==> config.mk <==
export PLATFORM = sky130hd
export DESIGN_NAME = simple_mem_arbiter
export DESIGN_NICKNAME = d
export VERILOG_FILES = /design/src/rtl/simple_pkg.sv /design/src/rtl/arb_tag_pipe.sv /design/src/rtl/simple_mem_arbiter.sv
export SDC_FILE = /design/constraint.sdc
export NUM_CORES = 1
export LEC_CHECK = 0
export ABC_CLOCK_PERIOD_IN_PS = 2000
export CAP_MARGIN = 20
export CORE_ASPECT_RATIO = 1.2
export CORE_MARGIN = 2
export CORE_UTILIZATION = 27
export DETAILED_ROUTE_END_ITERATION = 16
export PLACE_DENSITY_LB_ADDON = 0.25
export SLEW_MARGIN = 5
export SYNTH_ARGS = -nofsm -noshare
export SYNTH_HDL_FRONTEND = slang
export SYNTH_HIERARCHICAL = 1
export SYNTH_SLANG_ARGS = --single-unit
==> constraint.sdc <==
create_clock -name clk -period 2 [get_ports clk]
set_clock_uncertainty 0.1 [all_clocks]
set_input_delay 0.6 -clock clk [delete_from_list [all_inputs] [get_ports clk]]
set_output_delay 0.6 -clock clk [all_outputs]
set_load 0.02 [all_outputs]
==> src/rtl/simple_pkg.sv <==
// Shared definitions for the simple memory arbiter: tag encoding and default parameters.
package simple_pkg;

    localparam int DATA_W             = 16;
    localparam int ADDR_W             = 16;
    localparam int RAM_LAT_DEFAULT    = 1;
    localparam int STARVE_MAX_DEFAULT = 3;

    typedef enum logic [1:0] {
        TAG_NONE = 2'd0,
        TAG_IF   = 2'd1,
        TAG_D    = 2'd2
    } tag_t;

endpackage

==> src/rtl/arb_tag_pipe.sv <==
// Delay line that carries the owner of each RAM access until its read data returns.
module arb_tag_pipe
    import simple_pkg::*;
#(
    parameter int DEPTH = RAM_LAT_DEFAULT
) (
    input  logic clk,
    input  logic rst_n,
    input  tag_t i_tag,
    output tag_t o_tag
);

    tag_t r_stage [DEPTH];

    // Reset flushes every in-flight tag so no stale valid can escape after release.
    always_ff @(posedge clk or negedge rst_n) begin
        if (!rst_n) begin
            for (int i = 0; i < DEPTH; i++) begin
                r_stage[i] <= TAG_NONE;
            end
        end else begin
            r_stage[0] <= i_tag;
            for (int i = 1; i < DEPTH; i++) begin
                r_stage[i] <= r_stage[i-1];
            end
        end
    end

    assign o_tag = r_stage[DEPTH-1];

endmodule

==> src/rtl/simple_mem_arbiter.sv <==
// Two-port (fetch/data) arbiter onto one pipelined RAM; data has priority unless
// fetch has been denied STARVE_MAX cycles in a row.
module simple_mem_arbiter
    import simple_pkg::*;
#(
    parameter int RAM_LAT    = RAM_LAT_DEFAULT,
    parameter int STARVE_MAX = STARVE_MAX_DEFAULT
) (
    input  logic              clk,
    input  logic              rst_n,

    input  logic              if_req,
    input  logic [ADDR_W-1:0] if_addr,
    output logic              if_stall,
    output logic              if_valid,
    output logic [DATA_W-1:0] if_rdata,

    input  logic              d_req,
    input  logic              d_we,
    input  logic [ADDR_W-1:0] d_addr,
    input  logic [DATA_W-1:0] d_wdata,
    output logic              d_stall,
    output logic              d_valid,
    output logic [DATA_W-1:0] d_rdata,

    output logic [ADDR_W-1:0] ram_addr,
    output logic [DATA_W-1:0] ram_wdata,
    output logic              ram_wren,
    input  logic [DATA_W-1:0] ram_q
);

    localparam int CNT_W = (STARVE_MAX < 1) ? 1 : $clog2(STARVE_MAX + 1);
    localparam logic [CNT_W-1:0] STARVE_TOP = CNT_W'(STARVE_MAX);

    logic [CNT_W-1:0]  r_starve_cnt;
    logic [CNT_W-1:0]  w_starve_nxt;
    logic [ADDR_W-1:0] r_last_addr;
    logic              w_starved;
    logic              w_grant_if;
    logic              w_grant_d;
    tag_t              w_tag_in;
    tag_t              w_tag_out;

    // Grants are gated by rst_n so nothing reaches the RAM while reset is held.
    assign w_starved  = (r_starve_cnt == STARVE_TOP);
    assign w_grant_if = rst_n & if_req & (~d_req | w_starved);
    assign w_grant_d  = rst_n & d_req & ~w_grant_if;

    assign if_stall = if_req & ~w_grant_if;
    assign d_stall  = d_req & ~w_grant_d;

    always_comb begin
        w_starve_nxt = r_starve_cnt;
        if (!if_req || w_grant_if) begin
            w_starve_nxt = '0;
        end else if (!w_starved) begin
            w_starve_nxt = r_starve_cnt + CNT_W'(1);
        end
    end

    always_ff @(posedge clk or negedge rst_n) begin
        if (!rst_n) begin
            r_starve_cnt <= '0;
        end else begin
            r_starve_cnt <= w_starve_nxt;
        end
    end

    always_comb begin
        ram_addr = r_last_addr;
        w_tag_in = TAG_NONE;
        if (w_grant_if) begin
            ram_addr = if_addr;
            w_tag_in = TAG_IF;
        end else if (w_grant_d) begin
            ram_addr = d_addr;
            w_tag_in = TAG_D;
        end
    end

    assign ram_wdata = d_wdata;
    assign ram_wren  = w_grant_d & d_we;

    // Idle cycles keep the address bus parked on the last granted address.
    always_ff @(posedge clk or negedge rst_n) begin
        if (!rst_n) begin
            r_last_addr <= '0;
        end else if (w_grant_if || w_grant_d) begin
            r_last_addr <= ram_addr;
        end
    end

    arb_tag_pipe #(
        .DEPTH (RAM_LAT)
    ) u_tag_pipe (
        .clk   (clk),
        .rst_n (rst_n),
        .i_tag (w_tag_in),
        .o_tag (w_tag_out)
    );

    assign if_valid = (w_tag_out == TAG_IF);
    assign d_valid  = (w_tag_out == TAG_D);
    assign if_rdata = if_valid ? ram_q : '0;
    assign d_rdata  = d_valid  ? ram_q : '0;

endmodule

# After elaboration in Yosys (flattened, before gate mapping)

Cells that the tools add are included.

Register bits after elaboration: 20
Input port bits: 69
Output and inout bits: 69
Word-level logic and storage cells: 30

$add $sub $neg: 1
Equality and inequality tests: 4
Mux-type cells: 8
Bitwise gates (word level): 11
Reductions and logical operators: 3

Operators with widths:

| operator              | count |
|---|---|
| $mux W16              | 4 |
| $mux W2               | 4 |
| $and A1 B1 Y1         | 7 |
| $eq A2 B2 Y1 const B  | 2 |
| $not A1 Y1            | 3 |
| $add A2 B1 Y2 const B | 1 |
| $eq A2 B1 Y1 const B  | 1 |
| $logic_or A1 B1 Y1    | 2 |
| $ne A2 B1 Y1 const B  | 1 |
| $logic_not A1 Y1      | 1 |
| $or A1 B1 Y1          | 1 |

# Logic depth before layout (Yosys ltp)

Depth in word-level cells: 7
Depth in mapped cells: 5
Gate-level depth less buffers: 4

# Modules after synthesis

The synthesis kept the hierarchy.

Modules (own cells, without submodules):

| module             | times used | cells an instance | area each (sq um) | sequential area each (sq um) |
|---|---|---|---|---|
| simple_mem_arbiter | 1          | 139               | 1382.6            | 450.4 |
| arb_tag_pipe       | 1          | 2                 | 50.0              | 50.0 |

# Worst setup path before layout

OpenSTA, ideal clock, no wires.

Path type: reg-to-output
From: register r_starve_cnt[0]
To: output port ram_addr[0]
Data arrival time: 1409 ps
Data required time: 1300 ps
Path slack: -109 ps
Cell stages (with the launch flop): 6
Path buffers: 1
Cells stage by stage: dfrtp_1 -> ha_1 -> inv_1 -> a21oi_4 -> buf_4 -> a221o_1

Longest elaborated chain between the ends: 7

Ends and longest elaborated chain:

| what                   | RTL line                 | source |
|---|---|---|
| start, declared        | simple_mem_arbiter.sv:35 | `logic [CNT_W-1:0] r_starve_cnt;` |
| start signal, assigned | simple_mem_arbiter.sv:65 | `r_starve_cnt <= w_starve_nxt;` |
| $eq A2 B2 Y1 *         | simple_mem_arbiter.sv:45 | `assign w_starved = (r_starve_cnt == STARVE_TOP);` |
| $or A1 B1 Y1 *         | simple_mem_arbiter.sv:46 | `assign w_grant_if = rst_n & if_req & (~d_req \| w_starved);` |
| $and A1 B1 Y1 *        | simple_mem_arbiter.sv:46 |  |
| $not A1 Y1             | simple_mem_arbiter.sv:47 | `assign w_grant_d = rst_n & d_req & ~w_grant_if;` |
| $and A1 B1 Y1          | simple_mem_arbiter.sv:47 |  |
| $mux W16               | simple_mem_arbiter.sv:75 | `end else if (w_grant_d) begin` |
| $mux W16 *             | simple_mem_arbiter.sv:72 | `if (w_grant_if) begin` |
| end, declared          | simple_mem_arbiter.sv:26 | `output logic [ADDR_W-1:0] ram_addr,` |

Every way passes the cells marked *; elsewhere a longest branch is shown, timed or not.

# Final worst setup path

From: register r_starve_cnt[0]
To: output port ram_addr[6]

Same word-level chain as after synthesis.

==> summary.txt <==
Outcome: finished, violations left
Violations in the final reports: negative setup slack
Average footprint of a synthesized cell: 10.2 um^2
Worst min-delay path class: in2async
Wire length of the first global-routing pass: 7300 um
Antenna fix cells: 0
Antenna viol nets, final: 0
Worst reg2reg path endpoint: r_last_addr[1]
FP Rows: 29
Iteration-0 DRC count of the detailed router: 21
Final design instance area without fill: 2680 um^2
Setup Viol. Count Final: 19
GRT overflow: 0
Root buffer cell: clkbuf_8
Yosys reg bits: 20
Setup crit end kind: output pin
RR Startpoint: r_starve_cnt[0]
Area growth from synthesis to layout: 86.8%
Total negative slack: -5850 ps
Total leakage power: 1.26 nW
DRC violation count after routing: 0
Clock slew at reported path FFs: 70 ps
Gate Count Post-Synth: 141
Relative slew slack: 0.864
Minimum setup slack in the final design: -392 ps
Number of nets in the synthesized netlist: 211
Layout cells sized above 1: 0.405
Placeable core region: 5190 um^2
CP max FO: 9
Total number of H-tree levels: 1
Vias in the first global route: 1510
Number of hold buffers added after cts: 0
Worst voltage drop across the vdd grid: 0.322 mV
Starting density of the core: 0.276
Port Buffer Count: 105
Capture point of the critical path: ram_addr[6]
First drt pass iteration count: 4
Unrepaired setup endpoints after global routing: true
Max cap viols: 0
Category of the critical setup timing path: reg2out
Area post-placement: 2540 um^2
Antenna violations before repair: 0
Half-perimeter wire length after placement: 3320 um
Yosys Warn Count: 6
Detail-routed net length per standard cell: 15.2 um
Ratio of final minimum period to clock period: 1.20
Total power of the final layout: 1.37 mW
Total power density per cell area: 511 nW/um^2
Largest buffer count on any clock path: 2
I/O pin count: 138
Worst path arrival time: 1690 ps
Highest clock frequency the design can meet: 418 MHz
Transition time at the pin with the least slew margin: 205 ps
Launch point of the worst path: r_starve_cnt[0]
Latest clock arrival within the worst-skew pair: 250 ps
Startpoint Class: register
Post-synth cell types: 17
Final max-slew violation count: 0
Vertical extent of the die: 83.8 um
Pin count of the biggest net entering global routing: 19
Final hold violations: 0
Chip Width: 70.5 um
Number of cells on the worst reg-to-reg path: 7
Final Net Count: 319
Register area share after synthesis: 0.349
Overall routed net length: 4690 um
Register-to-Register Setup Slack: 330 ps
Routability Congestion: 0.719
CTS tree: built
Final min period: 2390 ps
Cell area after synthesis: 1430 um^2
Total clock sinks: 20
Critical Path RT: 1300 ps
Number of clock buffers inserted by TritonCTS: 3
Via-to-Cell Ratio: 4.91
Commonest cells after routing, fill and taps aside: 38 x and2_1, 38 x buf_6, 33 x clkdlybuf4s50_1
Total vias in the final route: 1518
Die area: 5910 um^2
GRT Resource Usage Total: 0.150
## metal layers
layer	up-vias	share of wire	track usage
met5	-	0	0
met4	0	0	0.0210
met3	0	0.14	0.0713
met2	112	0.48	0.253
met1	692	0.38	0.178
li1	714	-	-
## report_power, final
part	total [mW]	internal, mW	switching, mW
Combinational	0.638	0.358	0.280
Sequential	0.473	0.456	0.0169
Clock	0.256	0.134	0.122
Total	1.37	0.948	0.419
## how the worst min path moves through the flow
stage,startpoint,endpoint,cells after the start
final,rst_n,r_last_addr[12],2
after global routing,rst_n,r_last_addr[12],2
after CTS,rst_n,r_last_addr[9],2
after detailed placement,r_last_addr[8],r_last_addr[8],2
after global placement,r_last_addr[15],r_last_addr[15],2
after floorplan,rst_n,r_last_addr[0],0
## worst max-delay path, cell delays in order, from the launching register on
cell and delay [ps]:
dfrtp_1 410, ha_4 200, inv_4 50, a21oi_4 60, buf_12 140, buf_8 130, a221o_1 320, buf_6 130
## flip-flops by register name, indices dropped and copies added (netlist names)
signal            flops
u_tag_pipe/o_tag      2
r_last_addr          16
r_starve_cnt          2
## synthesized netlist by cell type (all sizes together)
library cell,number,area (um^2)
o21ai,1,8.76
and2,49,307
dfrtp,20,500
ha,1,12.5
inv,1,3.75
a221o,32,320
mux2i,1,10.0
xor2,1,8.76
buf,23,181
a21oi,2,25.0
nand2,2,7.51
nor2b,4,25.0
clkbuf,2,7.51
nor3b,2,15.0
## repair_timing
action,4_1_cts,5_1_grt
buffers inserted,8,3
hold endpoints to repair,0,0
gates resized for setup,304,43
pin swaps,12,4
setup endpoints to repair,53,47
gates cloned,1,2
## through the flow
stage	hold slack, ps	setup slack (ps)	instances	utilization
finish	227	-392	309	0.516
global route	233	-466	309	0.516
CTS	245	-425	306	0.498
detailed placement	470	-1380	295	0.489
global placement	470	-1360	295	0.489
floorplan	204	-4.06	141	-
## cell families after synthesis
group | share of synthesized area
AOI/OAI and AO/OA | 0.247
muxes | 0.00699
xor gates and xnor gates | 0.00611
and+or+nand+nor | 0.247
buffers and inverters | 0.134
adders and majority gates | 0.00873
DFF | 0.349
## final cells by class
| class | instances | area, um^2 |
|---|---|---|
| multi-input combinational | 95 | 812 |
| inverter | 1 | 6.26 |
| fill | 509 | 2510 |
| sequential | 20 | 500 |
| timing repair buffer | 128 | 1240 |
| tap | 62 | 77.6 |
| clock buffer | 3 | 41.3 |
Note: power is estimated with default switching activity, not from simulation.
